--- config.mk ---
export PLATFORM = sky130hd
export DESIGN_NAME = uart_rx
export DESIGN_NICKNAME = d
export VERILOG_FILES = /design/src/rtl/uart_rx.sv
export SDC_FILE = /design/constraint.sdc
export NUM_CORES = 1
export LEC_CHECK = 0
export BUFFER_PORTS_ARGS = -buffer_cell sky130_fd_sc_hd__buf_2
export CAP_MARGIN = 20
export CORE_MARGIN = 3
export CORE_UTILIZATION = 58
export DETAILED_ROUTE_END_ITERATION = 8
export PLACE_DENSITY = 0.78
export SYNTH_ARGS = -nofsm -noshare
export SYNTH_HDL_FRONTEND = slang
export SYNTH_SLANG_ARGS = --single-unit
--- constraint.sdc ---
create_clock -name clk -period 3.65 [get_ports clk]
set_input_delay 0.5475 -clock clk [delete_from_list [all_inputs] [get_ports clk]]
set_output_delay 0.5475 -clock clk [all_outputs]
set_load 0.05 [all_outputs]
--- src/rtl/uart_rx.sv ---
// uart_rx: 8N1 serial receiver with a small receive FIFO behind a
// byte-wide register interface (DATA / STATUS / CTRL).
module uart_rx #(
  parameter int DIV   = 104,
  parameter int DEPTH = 8
) (
  input  logic       clk,
  input  logic       rst_n,
  input  logic [2:0] addr,
  input  logic       rd_en,
  output logic [7:0] rd_data,
  output logic       rd_valid,
  input  logic       wr_en,
  input  logic [7:0] wr_data,
  input  logic       rx
);

  localparam int CW = $clog2(DIV);
  localparam int AW = $clog2(DEPTH);
  localparam int NW = AW + 1;
  localparam logic [CW-1:0] HALF = CW'(DIV / 2 - 1);
  localparam logic [CW-1:0] FULL = CW'(DIV - 1);

  typedef enum logic [2:0] {IDLE, START, DATA, STOP, WAIT_HIGH} state_t;

  state_t          state, state_next;
  logic            sync_ff, rxs;
  logic [CW-1:0]   cnt;
  logic [2:0]      bitn;
  logic [7:0]      shreg;
  logic            tick;
  logic            load_half, load_full, shift_en, bit_clr, push, ferr_set;

  logic [7:0]      mem [DEPTH];
  logic [AW-1:0]   wp, rp;
  logic [NW-1:0]   count;
  logic            empty, full, data_rd, pop, ctrl_wr, flush, push_ok, ovr_set;
  logic            ovr, ferr;
  logic [7:0]      status;

  // Count field of STATUS is four bits wide; larger FIFOs report 15.
  function automatic logic [3:0] sat_count(input logic [NW-1:0] c);
    logic [31:0] w;
    w = 32'(c);
    return (w > 32'd15) ? 4'hF : w[3:0];
  endfunction

  assign tick = (cnt == '0);

  // Two-flop synchroniser; idles high so reset never looks like a start bit.
  always_ff @(posedge clk) begin
    if (!rst_n) begin
      sync_ff <= 1'b1;
      rxs     <= 1'b1;
    end else begin
      sync_ff <= rx;
      rxs     <= sync_ff;
    end
  end

  // Receive FSM state register.
  always_ff @(posedge clk) begin
    if (!rst_n) state <= IDLE;
    else        state <= state_next;
  end

  // Receive FSM next-state logic; bit sampling happens only on ticks.
  always_comb begin
    state_next = state;
    case (state)
      IDLE:      if (!rxs) state_next = START;
      START:     if (tick) state_next = rxs ? IDLE : DATA;
      DATA:      if (tick && bitn == 3'd7) state_next = STOP;
      STOP:      if (tick) state_next = rxs ? IDLE : WAIT_HIGH;
      WAIT_HIGH: if (rxs) state_next = IDLE;
      default:   state_next = IDLE;
    endcase
  end

  // Receive FSM outputs: counter loads, shifting and the stop-bit verdict.
  always_comb begin
    load_half = 1'b0;
    load_full = 1'b0;
    shift_en  = 1'b0;
    bit_clr   = 1'b0;
    push      = 1'b0;
    ferr_set  = 1'b0;
    case (state)
      IDLE:  load_half = !rxs;
      START: if (tick && !rxs) begin
        load_full = 1'b1;
        bit_clr   = 1'b1;
      end
      DATA:  if (tick) begin
        shift_en  = 1'b1;
        load_full = 1'b1;
      end
      STOP:  if (tick) begin
        push     = rxs;
        ferr_set = !rxs;
      end
      default: ;
    endcase
  end

  // Baud counter, bit index and LSB-first shift register.
  always_ff @(posedge clk) begin
    if (!rst_n) begin
      cnt   <= '0;
      bitn  <= 3'd0;
      shreg <= 8'h00;
    end else begin
      if (load_half)      cnt <= HALF;
      else if (load_full) cnt <= FULL;
      else if (!tick)     cnt <= cnt - 1'b1;
      if (bit_clr)        bitn <= 3'd0;
      else if (shift_en)  bitn <= bitn + 3'd1;
      if (shift_en)       shreg <= {rxs, shreg[7:1]};
    end
  end

  assign empty   = (count == '0);
  assign full    = (count == NW'(DEPTH));
  assign data_rd = rd_en && (addr == 3'd0);
  assign pop     = data_rd && !empty;
  assign ctrl_wr = wr_en && (addr == 3'd2);
  assign flush   = ctrl_wr && wr_data[7];
  // A pop in the same cycle frees the slot a full FIFO would otherwise lack.
  assign push_ok = push && (!full || pop);
  assign ovr_set = push && full && !pop;
  assign status  = {sat_count(count), ferr, ovr, full, !empty};

  // FIFO storage; contents are qualified by the pointers, so no reset.
  always_ff @(posedge clk) begin
    if (push_ok) mem[wp] <= shreg;
  end

  // FIFO pointers and occupancy; a flush overrides any push or pop.
  always_ff @(posedge clk) begin
    if (!rst_n || flush) begin
      wp    <= '0;
      rp    <= '0;
      count <= '0;
    end else begin
      if (push_ok) wp <= wp + 1'b1;
      if (pop)     rp <= rp + 1'b1;
      case ({push_ok, pop})
        2'b10:   count <= count + 1'b1;
        2'b01:   count <= count - 1'b1;
        default: count <= count;
      endcase
    end
  end

  // Sticky error flags; a set in the same cycle as a clear keeps the flag.
  always_ff @(posedge clk) begin
    if (!rst_n) begin
      ovr  <= 1'b0;
      ferr <= 1'b0;
    end else begin
      ovr  <= ovr_set  | (ovr  & !(ctrl_wr && wr_data[0]));
      ferr <= ferr_set | (ferr & !(ctrl_wr && wr_data[1]));
    end
  end

  // Registered read port with single-cycle acknowledge.
  always_ff @(posedge clk) begin
    if (!rst_n) begin
      rd_valid <= 1'b0;
      rd_data  <= 8'h00;
    end else begin
      rd_valid <= rd_en;
      if (rd_en) begin
        case (addr)
          3'd0:    rd_data <= empty ? 8'h00 : mem[rp];
          3'd1:    rd_data <= status;
          default: rd_data <= 8'h00;
        endcase
      end
    end
  end

endmodule

Word-level counts from Yosys, hierarchy flattened
Memory sizes are Yosys's and may differ from the RTL's. A register that Yosys moved wholly into a read port is not among the register bits.
Cells that the tools add are included.
{ "word_totals": {"n_memories": 1, "ramBits": 64, "output_inout_bits": 9, "input_bits": 16, "elab_cells": 101, "reg_bits": 44} }
{ "mem_list": {"columns": ["memory", "words", "word_bits", "rd", "rd_ports_with_merged_regs", "wr", "line", "text"], "rows": [
  ["mem", 8, 8, 1, 1, 1, "34", "logic [7:0] mem [DEPTH];"]
]} }
{ "classes": {"n_addsub": 6, "bitwise": 5, "mux": 28, "n_reduce_logical": 29, "n_eq_ne": 17} }
{ "op_table": {"columns": ["cell", "n"], "rows": [
  ["3-bit 2-to-1 mux", 8],
  ["8-bit one-hot mux with 2 select lines", 1],
  ["3-bit one-hot mux with 5 select lines", 1],
  ["7-bit 2-to-1 mux", 2],
  ["1-bit logical AND", 11],
  ["1-bit 2-to-1 mux", 11],
  ["2-bit != test, second input constant", 5],
  ["3-bit by 1-bit adder with 3-bit output, second input constant", 3],
  ["3-bit by 2-bit == test with 1-bit output, second input constant", 3],
  ["8-bit 2-to-1 mux", 1],
  ["4-bit one-hot mux with 2 select lines", 1],
  ["1-bit logical NOT", 7],
  ["7-bit logical NOT", 1],
  ["7-bit by 1-bit subtractor with 7-bit output, second input constant", 1],
  ["3-bit by 1-bit == test with 1-bit output, second input constant", 2],
  ["3-bit == test, second input constant", 2],
  ["3-bit logical NOT", 2],
  ["6-bit 2-to-1 mux", 1],
  ["5-bit AND reduction", 1],
  ["4-bit by 1-bit adder with 4-bit output, second input constant", 1],
  ["4-bit == test, second input constant", 1],
  ["4-bit logical NOT", 1],
  ["2-bit OR reduction", 2],
  ["4-bit by 1-bit subtractor with 4-bit output, second input constant", 1],
  ["12 further kinds", 15]
]} }

Logic depth before layout (Yosys ltp)
Gate-level depths: netlist (run 1).
{ "logic_depth": {"ltp_word": 7, "ltp_mapped": 11, "ltp_nobuf": 11} }

Least setup slack after synthesis (run 1)
No wires, ideal clock.
{ "synth_timing": {"path_type": "input port to flip-flop", "start": "in addr[1]", "end": "mem mem[0][0] (enable)", "path_buffers": 0, "setup_slack_ps": 916, "required_time_ps": 3255, "arrival_time_ps": 2339, "setup_ps": 395, "stages": 4, "path_cell_list": "or4b_1 -> o21ai_2 -> nand2_1 -> nor4_1"} }
{ "synth_via": {"elab_chain_cells": 7} }
{ "synth_lines": {"columns": ["element", "line", "text"], "rows": [
  ["from (decl)", "9", "input logic [2:0] addr,"],
  ["3-bit logical NOT", "124", "assign data_rd = rd_en && (addr == 3'd0);"],
  ["1-bit logical AND", "124", null],
  ["1-bit logical AND", "125", "assign pop = data_rd && !empty;"],
  ["1-bit logical OR", "129", "assign push_ok = push && (!full || pop);"],
  ["1-bit logical AND", "129", null],
  ["1-bit 2-to-1 mux", "135", "if (push_ok) mem[wp] <= shreg;"],
  ["1-bit 2-to-1 mux (implied by the code)", "135", null],
  ["to (decl)", "34", null]
]} }
Every way passes these cells.

Final worst setup path (run 1)
{ "layout_timing": {"start": "reg cnt[0]", "end": "reg count[2]"} }
{ "layout_via": {"elab_chain_cells": 6, "elab_cells_between_ends": 8, "classes_between": "eq/ne (2); mux (3); reduce/logical (3)"} }
{ "layout_lines": {"columns": ["element", "line", "text"], "rows": [
  ["from (decl)", "28", "logic [CW-1:0] cnt;"],
  ["from (signal assigned)", "115", "else if (!tick) cnt <= cnt - 1'b1;"],
  ["7-bit logical NOT *", "48", "assign tick = (cnt == '0);"],
  ["1-bit 2-to-1 mux *", "98", "STOP: if (tick) begin"],
  ["1-bit 2-to-1 mux *", "88", "case (state)"],
  ["1-bit logical AND *", "129", null],
  ["2-bit by 1-bit == test with 1-bit output or 2-bit == test (tied branches)", "147", "case ({push_ok, pop})"],
  ["4-bit one-hot mux with 2 select lines or 2-bit nonzero test (tied branches)", null, null],
  ["to (signal assigned)", "148", "2'b10: count <= count + 1'b1;"],
  ["to (signal assigned)", "149", "2'b01: count <= count - 1'b1;"],
  ["to (signal assigned)", "150", "default: count <= count;"],
  ["to (decl)", "36", "logic [NW-1:0] count;"]
]} }
Mark *: on every way between the ends. The rest lies on a longest branch, timed or not.
A chain may end at the register's enable or synchronous reset.

==> results of run 1 <==
-- final cells by class --
type / count / area [sq um] / share of cell area, %
Timing Repair Buffer: 28 / 162.7 / 3.136
Multi-Input combinational cell: 212 / 1783 / 34.37
Inverter: 4 / 15.01 / 0.2894
Sequential cell: 111 / 2863 / 55.19
Tap cell: 102 / 127.6 / 2.460
Clock buffer: 10 / 127.6 / 2.460
Clock inverter: 6 / 108.9 / 2.098
-- kinds of logic (layout without fill, tap and decap cells) --
family	count (synthesis)	in the layout
multiplexers	42	42
adder cells (fa/ha/maj)	7	7
buffers and inverters	17	48
AND/OR/NAND/NOR	104	104
AO/OA/AOI/OAI	52	52
XOR/XNOR	7	7
flip-flops	111	111
-- metal layers --
metal | part of all wire [%] | wire, microns
met5 | 0 | 0
met4 | 1.3 | 117
met3 | 4.0 | 354
met2 | 51 | 4527
met1 | 44 | 3913
-- how the worst min path moves through the flow --
stage | startpoint | end | slack [ns] | cells past startpoint
final | rx | sync_ff | 0.37 | 2
after global routing | rx | sync_ff | 0.37 | 2
after CTS | rx | sync_ff | 0.35 | 2
after detailed placement | sync_ff | rxs | 0.40 | 1
after global placement | sync_ff | rxs | 0.39 | 1
after floorplan | sync_ff | rxs | 0.39 | 1
-- per-stage QoR --
step	setup slack [ns]	util, %	cells
after global placement	1.003	63.41	457
after CTS	1.169	66.44	473
after floorplan	0.9164	-	340
after detailed placement	0.9169	63.41	457
final	1.177	66.44	473
after global routing	0.9352	66.44	473
-- critical path: cells and delay by family, from the launching register on --
family / cells / cell delay, ns
AND/OR/NAND/NOR: 4 / 1.15
adder cells (fa/ha/maj): 2 / 0.43
flip-flops: 1 / 0.33
multiplexers: 2 / 0.27
buffers and inverters: 1 / 0.11
XOR/XNOR: 1 / 0.09
-- placed cells by master, fill, tap and decap left out, types with 4 or more instances in the layout --
master	synthesis	routed
ha_1	7	7
nand2b_1	9	9
mux2i_1	18	18
mux4_2	13	13
edfxtp_1	64	64
nor2b_1	14	14
a32oi_1	8	8
or3_1	4	4
mux2_2	8	8
buf_2	3	19
nor2_1	14	14
a21oi_1	15	15
dfxtp_1	47	47
clkbuf_8	0	9
nand2_1	18	18
nor3b_1	4	4
xnor2_1	4	4
o21ai_0	13	13
nand3_1	9	9
inv_1	4	4
buf_4	0	9
nor3_1	6	6
-- power by group --
part	leakage, nW	internal, mW	total, mW	switching, mW
Combinational	0.771	0.152	0.355	0.203
Clock	0.110	0.454	0.847	0.393
Sequential	0.975	1.35	1.40	0.0523
-- registers in the layout, indices dropped and copies added (netlist names), named ones only --
register,flops
ferr,1
wp,3
rxs,1
mem,64
rd_valid,1
bitn,3
rp,3
state,3
count,4
shreg,8
rd_data,8
sync_ff,1
ovr,1
cnt,7
==> run_results.csv, run 1 <==
group,metric,value,unit
sta,grt_setup_unrepaired,"no",
logic_synthesis,async_reset_ff_share,0,%
logic_synthesis,ys_seq_area_share,60.55,%
global_routing,track_usage,21.08,%
critical_path,critical_path_arrival,2.73,ns
global_routing,grt_max_degree,32,
global_routing,grt_use_met1,28.39,%
global_routing,grt_util_met3,3.284,%
detailed_routing,wirelength,8912,microns
critical_path,crit_fanout,7,
floorplanning,initial_core_util,60.56,%
critical_path,r2r_cells,10,
cts,cts_max_level,3,
detailed_routing,vias,2808,
cts,cts_buffers,9,
global_routing,overflow,0,
logic_synthesis,synth_top_cell_area_share,40.65,%
detailed_routing,drc_errors,0,
placement,portBuffers,19,
finish,antenna_cells,0,
sta,maxSlewViolCount,0,
detailed_routing,antenna_left,0,
cts,clock_sinks,111,
global_routing,grt_pass1_wl,14350,microns
power,pwr_density_cell,501.6,nW/um^2
global_routing,grt_use_met2,35.54,%
power,p_leak,1.856,nW
logic_synthesis,synthTopCellsByArea,"edfxtp_1, dfxtp_1, mux4_2",
cts,cts_setup_buffers,0,
logic_synthesis,synth_adder_area_share,1.852,%
critical_path,critical_path.startpoint,"cnt[0]",
floorplanning,io_pins,25,
cts,cts_tree,"built",
critical_path,critical_path_class,"register to register",
logic_synthesis,synth_mux_area_share,13.58,%
critical_path,timing.rr.start,"cnt[0]",
critical_path,critPathMaxStageDelay,0.39,ns
logic_synthesis,syn_avg_cell_area,13.91,sq um
logic_synthesis,synth_seq_cells,111,
floorplanning,die_area,9272,sq um
logic_synthesis,synthCells,340,
detailed_routing,drt-vias-per-instance,5.937,
floorplanning,core_area,7807,sq um
placement,dpl_cell_area,4951,sq um
logic_synthesis,ys_types,52,
cts,clk_latency,0.36,ns
hold_path,holdCritPathClass,"input port to register",
critical_path,regToRegSetupSlack,1.18,ns
global_routing,busiest_layer,"met2",
power,design_power_total,2.602,mW
finish,drive_gt1_share,20.22,%
logic_synthesis,synth_xor_area_share,1.297,%
floorplanning,rows,32,
critical_path,slowest_stage,"nor4b_2",
finish,fin_nets,389,
logic_synthesis,synth-edff-count,64,
cts,ctsHoldBuffers,0,
detailed_routing,drtIter0Drc,195,
logic_synthesis,syn_area,4728,sq um
detailed_routing,drt-pass1-iter-count,4,
floorplanning,chipWidth,96.29,microns
cts,cts_buffer_depth,2,
critical_path,rr_endpoint,"count[2]",
critical_path,path_cells,"inv_1 > ha_1 > nor4b_2 > nand4_2 > nand2_1 > xnor2_1 > ha_1 > nor4_1 > mux2i_1 > mux2i_1",
sta,setup-tns-final,0,ns
floorplanning,die_h,96.29,microns
logic_synthesis,synth-simple-area-share,13.87,%
critical_path,crit_end,"count[2]",
cts,ctsRootBufferMaster,"clkbuf_8",
placement,gp_congestion,0.8157,
detailed_routing,wl_per_cell,18.84,microns
finish,stdcell_area,5187,sq um
logic_synthesis,synth_top_family_by_area,"simple AND/OR/NAND/NOR gates",
power,peakVddDrop,0.4486,mV
placement,hpwl,6014,microns
sta,period_share,67.76,%
logic_synthesis,synth_compound_area_share,7.118,%
sta,hold_slack,0.3658,ns
sta,fin_worst_skew,0.009683,ns
sta,hold_violations,0,
logic_synthesis,yosys_warnings,0,
critical_path,worstSetupEndpointType,"register",
cts,clkTransAtPathRegs,0.10,ns
sta,timing.slew.headroom,40.72,%
logic_synthesis,synth_area_leader_cell,"edfxtp_1",
sta,post-route-min-period,2.473,ns
sta,setup_viol,0,
sta,timing_worst_slew_pin_value,0.8769,ns
global_routing,antenna_found_initial,0,
logic_synthesis,synth_most_common_cell,"edfxtp_1",
finish,num-fill-cells,583,
critical_path,required,3.91,ns
job,maxCapViolCount,0,
critical_path,crit_path_start_kind,"register",
global_routing,grt_pass1_vias,2763,
logic_synthesis,ys.flop_type,"edfxtp_1",
logic_synthesis,synth_commonest_cells,"edfxtp_1, dfxtp_1, mux2i_1, nand2_1, a21oi_1",
sta,max_freq,0.4043,GHz
logic_synthesis,synthesis.nets,363,
cts,cts-resized-gates,0,
run_status,status,"completed",
finish,syn_to_final_growth,9.712,%
No activity file was read; power rests on OpenSTA's default activity.
==> inputs of run 2 (changes only) <==
- CORE_UTILIZATION: 58 -> 54
- PLACE_DENSITY: 0.78 -> 0.77
- clock period: 3.65 -> 2 ns (I/O delays scaled with it)
==> run 2 against run 1 <==
- setup slack got worse by 1.3 ns
- final area up 13%
- largest cell class unchanged
- critical path type unchanged
- final cell count grew 11%
- highest routed layer unchanged
- flip-flop and latch count unchanged
- combinational power rose to 3.1 times the previous value
- the flow now finishes with violations (negative setup slack)
- utilization is 3.6 points higher
- non-clock buffer count is 50 higher
==> run_results.csv, run 2 (synthesized netlist as in run 1, its figures left out) <==
group,metric,value,unit
global_routing,grt_pass1_wl,15560,microns
global_routing,overflow,0,
detailed_routing,routed-wl-met3,380,microns
detailed_routing,drc_errors,0,
floorplanning,initial_core_util,56.69,%
sta,hold_slack,0.1115,ns
cts,ctsRootBufferMaster,"clkbuf_8",
floorplanning,rows,33,
hold_path,hold_path_depth,2,
critical_path,critical_path_class,"register to register",
detailed_routing,wirelength,9489,microns
cts,ctsHoldBuffers,0,
run_status,status,"complete, but fails checks",
global_routing,grt_pass1_vias,3100,
sta,fin_worst_skew,0.009720,ns
sta,grt_setup_unrepaired,"yes",
sta,maxSlewViolCount,0,
finish,fin_nets,439,
cts,cts_buffer_depth,2,
critical_path,worstSetupEndpointType,"register",
finish,largest_register_ffs,64,
sta,hold_violations,0,
power,pwr_density_cell,858.0,nW/um^2
critical_path,critical_path_arrival,2.21,ns
detailed_routing,vias,2996,
placement,portBuffers,19,
detailed_routing,antenna_left,0,
sta,timing_worst_slew_pin_value,0.6414,ns
hold_path,holdCritPathClass,"input port to register",
finish,stdcell_count,526,
power,peakVddDrop,0.8343,mV
detailed_routing,top_layer,"met4",
finish,syn_to_final_growth,23.52,%
critical_path,crit_path_start_kind,"register",
sta,timing.slew.headroom,57.15,%
floorplanning,chipWidth,99.58,microns
critical_path,r2r_cells,9,
finish,reg_top3,"mem x64, rd_data x8, shreg x8",
critical_path,required,2.09,ns
finish,final_common_cell,"edfxtp_1",
detailed_routing,drt-vias-per-instance,5.696,
floorplanning,die_h,99.58,microns
finish,drive_gt1_share,35.63,%
cts,clkTransAtPathRegs,0.10,ns
finish,final_cell_mix,"edfxtp_1, dfxtp_1, buf_4",
detailed_routing,wl_met1,4077,microns
cts,clk_latency,0.37,ns
detailed_routing,wl_per_cell,18.04,microns
floorplanning,die_area,9915,sq um
cts,cts_buffers,9,
finish,stdcell_area,5841,sq um
run_status,violations,"negative setup slack",
global_routing,antenna_found_initial,0,
sta,setup_viol,65,
job,maxCapViolCount,0,
floorplanning,io_pins,25,
global_routing,grt_max_degree,31,
detailed_routing,met2WireLength,4893,microns
detailed_routing,drtIter0Drc,175,
finish,regMostFlops,"mem",
sta,post-route-min-period,2.120,ns
critical_path,crit_fanout,8,
power,p_leak,2.141,nW
placement,dp_cells,500,
floorplanning,core_area,8341,sq um
sta,fin_ws,-0.1196,ns
placement,hpwl,6546,microns
sta,period_share,106.0,%
global_routing,track_usage,20.51,%
power,design_power_total,5.011,mW
sta,max_freq,0.4718,GHz
placement,gp_congestion,0.8401,
detailed_routing,drt-pass1-iter-count,4,
placement,dpl_cell_area,5488,sq um
finish,antenna_cells,0,
cts,clock_sinks,111,
cts,cts_tree,"built",
cts,cts_max_level,3,
[run 2: cell count changes in the layout (fill, tap and decap cells not counted), moves of 4 or more]
cell and delta:
buf_4 +35, buf_12 +10, buf_6 +5, nor3_1 -5
nor3_4 +4
[run 2: area by class of cell]
type | count | area [sq um]
Fill cell | 565 | 2500
Sequential cell | 111 | 2867
Clock buffer | 9 | 123.9
Timing Repair Buffer | 78 | 681.9
Multi-Input combinational cell | 212 | 1933
Inverter | 4 | 15.01
Tap cell | 105 | 131.4
Clock inverter | 7 | 88.84
[run 2: where the power goes]
part | leakage (nW) | switching, mW | internal [mW]
registers | 0.976 | 0.0541 | 2.46
clock network | 0.104 | 0.784 | 0.606
logic | 1.06 | 0.510 | 0.594
[run 2: worst paths after layout]
| path | slack [ns] | start | end |
|---|---|---|---|
| worst max-delay path | -0.12 | cnt[1] | mem[6][2] |
| worst max register to register | -0.12 | cnt[1] | mem[6][2] |
| worst min-delay path | 0.11 | rx | sync_ff |
| worst min register to register | 0.42 | sync_ff | rxs |
[run 2: critical path, stage by stage, from the launching register on]
cell	delay, ns
dfxtp_2	0.34
inv_2	0.07
ha_4	0.14
or4b_4	0.48
nor3_4	0.20
buf_6	0.14
nand3_4	0.09
buf_12	0.15
nor2_4	0.10
buf_12	0.14
[run 2: stage by stage]
stage | setup TNS [ns] | setup slack, ns | util [%]
2_1_floorplan | -4.868 | -0.2230 | -
3_3_place_gp | -5.435 | -0.1320 | 65.80
3_5_place_dp | -6.437 | -0.1486 | 65.80
4_1_cts | -5.349 | -0.1159 | 69.32
5_1_grt | -11.64 | -0.2148 | 70.03
6_report | -5.492 | -0.1196 | 70.03
[run 2: repair_timing]
item | in CTS | in global routing
setup endpoints to repair | 65 | 66
pin swaps | 2 | 7
gates resized for setup | 5 | 9
buffers inserted | 7 | 3
[run 2: routing by layer]
layer	up-vias	GRT usage [%]
li1	1458	-
met1	1474	26.56
met2	54	34.97
met3	10	3.156
met4	0	7.773
met5	-	0
==> inputs of run 3 (changes only) <==
- CTS_CLUSTER_SIZE: not set -> 40
- REMOVE_ABC_BUFFERS: not set -> 1
==> run 3 against run 2 <==
- the run still ends with negative setup slack left
- via count fell by 0.83%
- hold slack improved by 0.0016 ns
- power fell by 5.0%
- final cell count fell by 1.9%
- global-route usage fell by 1.2 points
- final area fell by 3.7%
- sequential share of layout area rose by 1.9 points
- flip-flop and latch count did not move
- die area did not move
- fmax fell by 3.2%
==> run_results.csv, run 3 (synthesized netlist as in run 1, its figures left out) <==
group,metric,value,unit
run_status,status,"complete, but fails checks",
run_status,violations,"negative setup slack",
detailed_routing,antenna_left,0,
sta,period_share,109.5,%
global_routing,grt_pass1_vias,3007,
detailed_routing,wirelength,9320,microns
finish,final_cell_mix,"edfxtp_1, dfxtp_1, buf_4",
sta,hold_slack,0.1131,ns
sta,timing.slew.headroom,62.73,%
global_routing,grt_max_degree,31,
power,pwr_density_cell,846.7,nW/um^2
sta,fin_ws,-0.1901,ns
power,design_power_total,4.760,mW
detailed_routing,drc_errors,0,
power,peakVddDrop,0.4254,mV
floorplanning,chipWidth,99.58,microns
finish,drive_gt1_share,32.60,%
critical_path,crit_path_start_kind,"register",
placement,portBuffers,19,
floorplanning,io_pins,25,
detailed_routing,drt-vias-per-instance,5.758,
global_routing,grt_pass1_wl,14960,microns
finish,fin_util,67.40,%
floorplanning,die_h,99.58,microns
cts,clkTransAtPathRegs,0.11,ns
job,maxCapViolCount,0,
global_routing,overflow,0,
floorplanning,initial_core_util,56.69,%
critical_path,critical_path_arrival,2.26,ns
floorplanning,rows,33,
finish,largest_register_ffs,64,
placement,dp_cells,493,
cts,cts_buffers,9,
critical_path,critical_path_class,"register to register",
finish,antenna_cells,0,
critical_path,slowest_stage,"or4b_4",
floorplanning,core_area,8341,sq um
cts,cts_max_level,3,
placement,hpwl,6159,microns
sta,hold_violations,0,
critical_path,crit_fanout,8,
detailed_routing,drt-pass1-iter-count,4,
cts,clk_latency,0.36,ns
sta,post-route-min-period,2.190,ns
critical_path,required,2.07,ns
cts,cts_buffer_depth,2,
sta,maxSlewViolCount,0,
detailed_routing,wl_per_cell,18.06,microns
cts,cts_tree,"built",
finish,stdcell_count,516,
placement,gp_congestion,0.8053,
finish,syn_to_final_growth,18.89,%
global_routing,antenna_found_initial,0,
sta,fin_worst_skew,0.01155,ns
detailed_routing,drtIter0Drc,161,
finish,fin_nets,429,
hold_path,holdCritPathClass,"input port to register",
critical_path,path_cells,"inv_2 > ha_4 > or4b_4 > nor3_4 > buf_6 > nand2_8 > nor4_2 > buf_4",
placement,dpl_cell_area,5215,sq um
cts,ctsRootBufferMaster,"clkbuf_8",
sta,timing_worst_slew_pin_value,0.5569,ns
power,p_leak,2.070,nW
critical_path,worstSetupEndpointType,"register",
detailed_routing,vias,2971,
sta,setup_viol,64,
floorplanning,die_area,9915,sq um
finish,regMostFlops,"mem",
finish,reg_top3,"mem x64, rd_data x8, shreg x8",
critical_path,critPathMaxStageDelay,0.48,ns
finish,final_common_cell,"edfxtp_1",
sta,max_freq,0.4566,GHz
sta,grt_setup_unrepaired,"yes",
cts,clock_sinks,111,
finish,stdcell_area,5622,sq um
global_routing,track_usage,19.34,%
## run 3: metrics by stage
step	setup TNS (ns)	setup WS, ns
detailed placement	-10.63	-0.2382
global placement	-6.721	-0.1741
CTS	-0.6333	-0.04804
global route	-9.554	-0.2731
floorplan	-27.53	-0.6868
finish	-4.630	-0.1901
## run 3: final timing paths
| path | endpoint | slack, ns | depth (start not counted) | startpoint |
|---|---|---|---|---|
| worst max-delay path | mem[0][3] | -0.19 | 8 | cnt[0] |
| worst min-delay path | sync_ff | 0.11 | 2 | rx |
| worst max register to register | mem[0][3] | -0.19 | 8 | cnt[0] |
| worst min register to register | rxs | 0.42 | 1 | sync_ff |
## run 3: critical path: cells and delay by family (launching register included)
kind,cells,cell delay (ns)
AND/OR/NAND/NOR,4,0.94
buffers and inverters,3,0.47
flip-flops,1,0.34
adder cells (fa/ha/maj),1,0.14
## run 3: per-layer routing
layer / track usage, % / wire length (microns) / vias to the layer above
met3: 3.647 / 431 / 13
met1: 24.51 / 3977 / 1453
li1: - / - / 1437
met4: 6.618 / 133 / 0
met2: 33.42 / 4777 / 68
met5: 0 / 0 / -
## run 3: report_power, final
part | total (mW) | switching (mW) | internal, mW
logic | 0.972 | 0.473 | 0.499
clock network | 1.25 | 0.761 | 0.485
registers | 2.54 | 0.0780 | 2.46
total | 4.76 | 1.31 | 3.45
## run 3: what timing repair did
| item | CTS | global route |
|---|---|---|
| buffers inserted | 3 | 4 |
| hold buffers | 0 | 0 |
| pin swaps | 6 | 2 |
| resized for setup | 24 | 15 |
| endpoints found under the setup margin | 65 | 65 |
## run 3: cell type report
| class | instances | area, sq um |
|---|---|---|
| Multi-Input combinational cell | 212 | 1906 |
| Fill cell | 550 | 2719 |
| Sequential cell | 111 | 2865 |
| Clock inverter | 6 | 60.06 |
| Clock buffer | 10 | 127.6 |
| Tap cell | 105 | 131.4 |
| Timing Repair Buffer | 68 | 516.7 |
| Inverter | 4 | 15.01 |
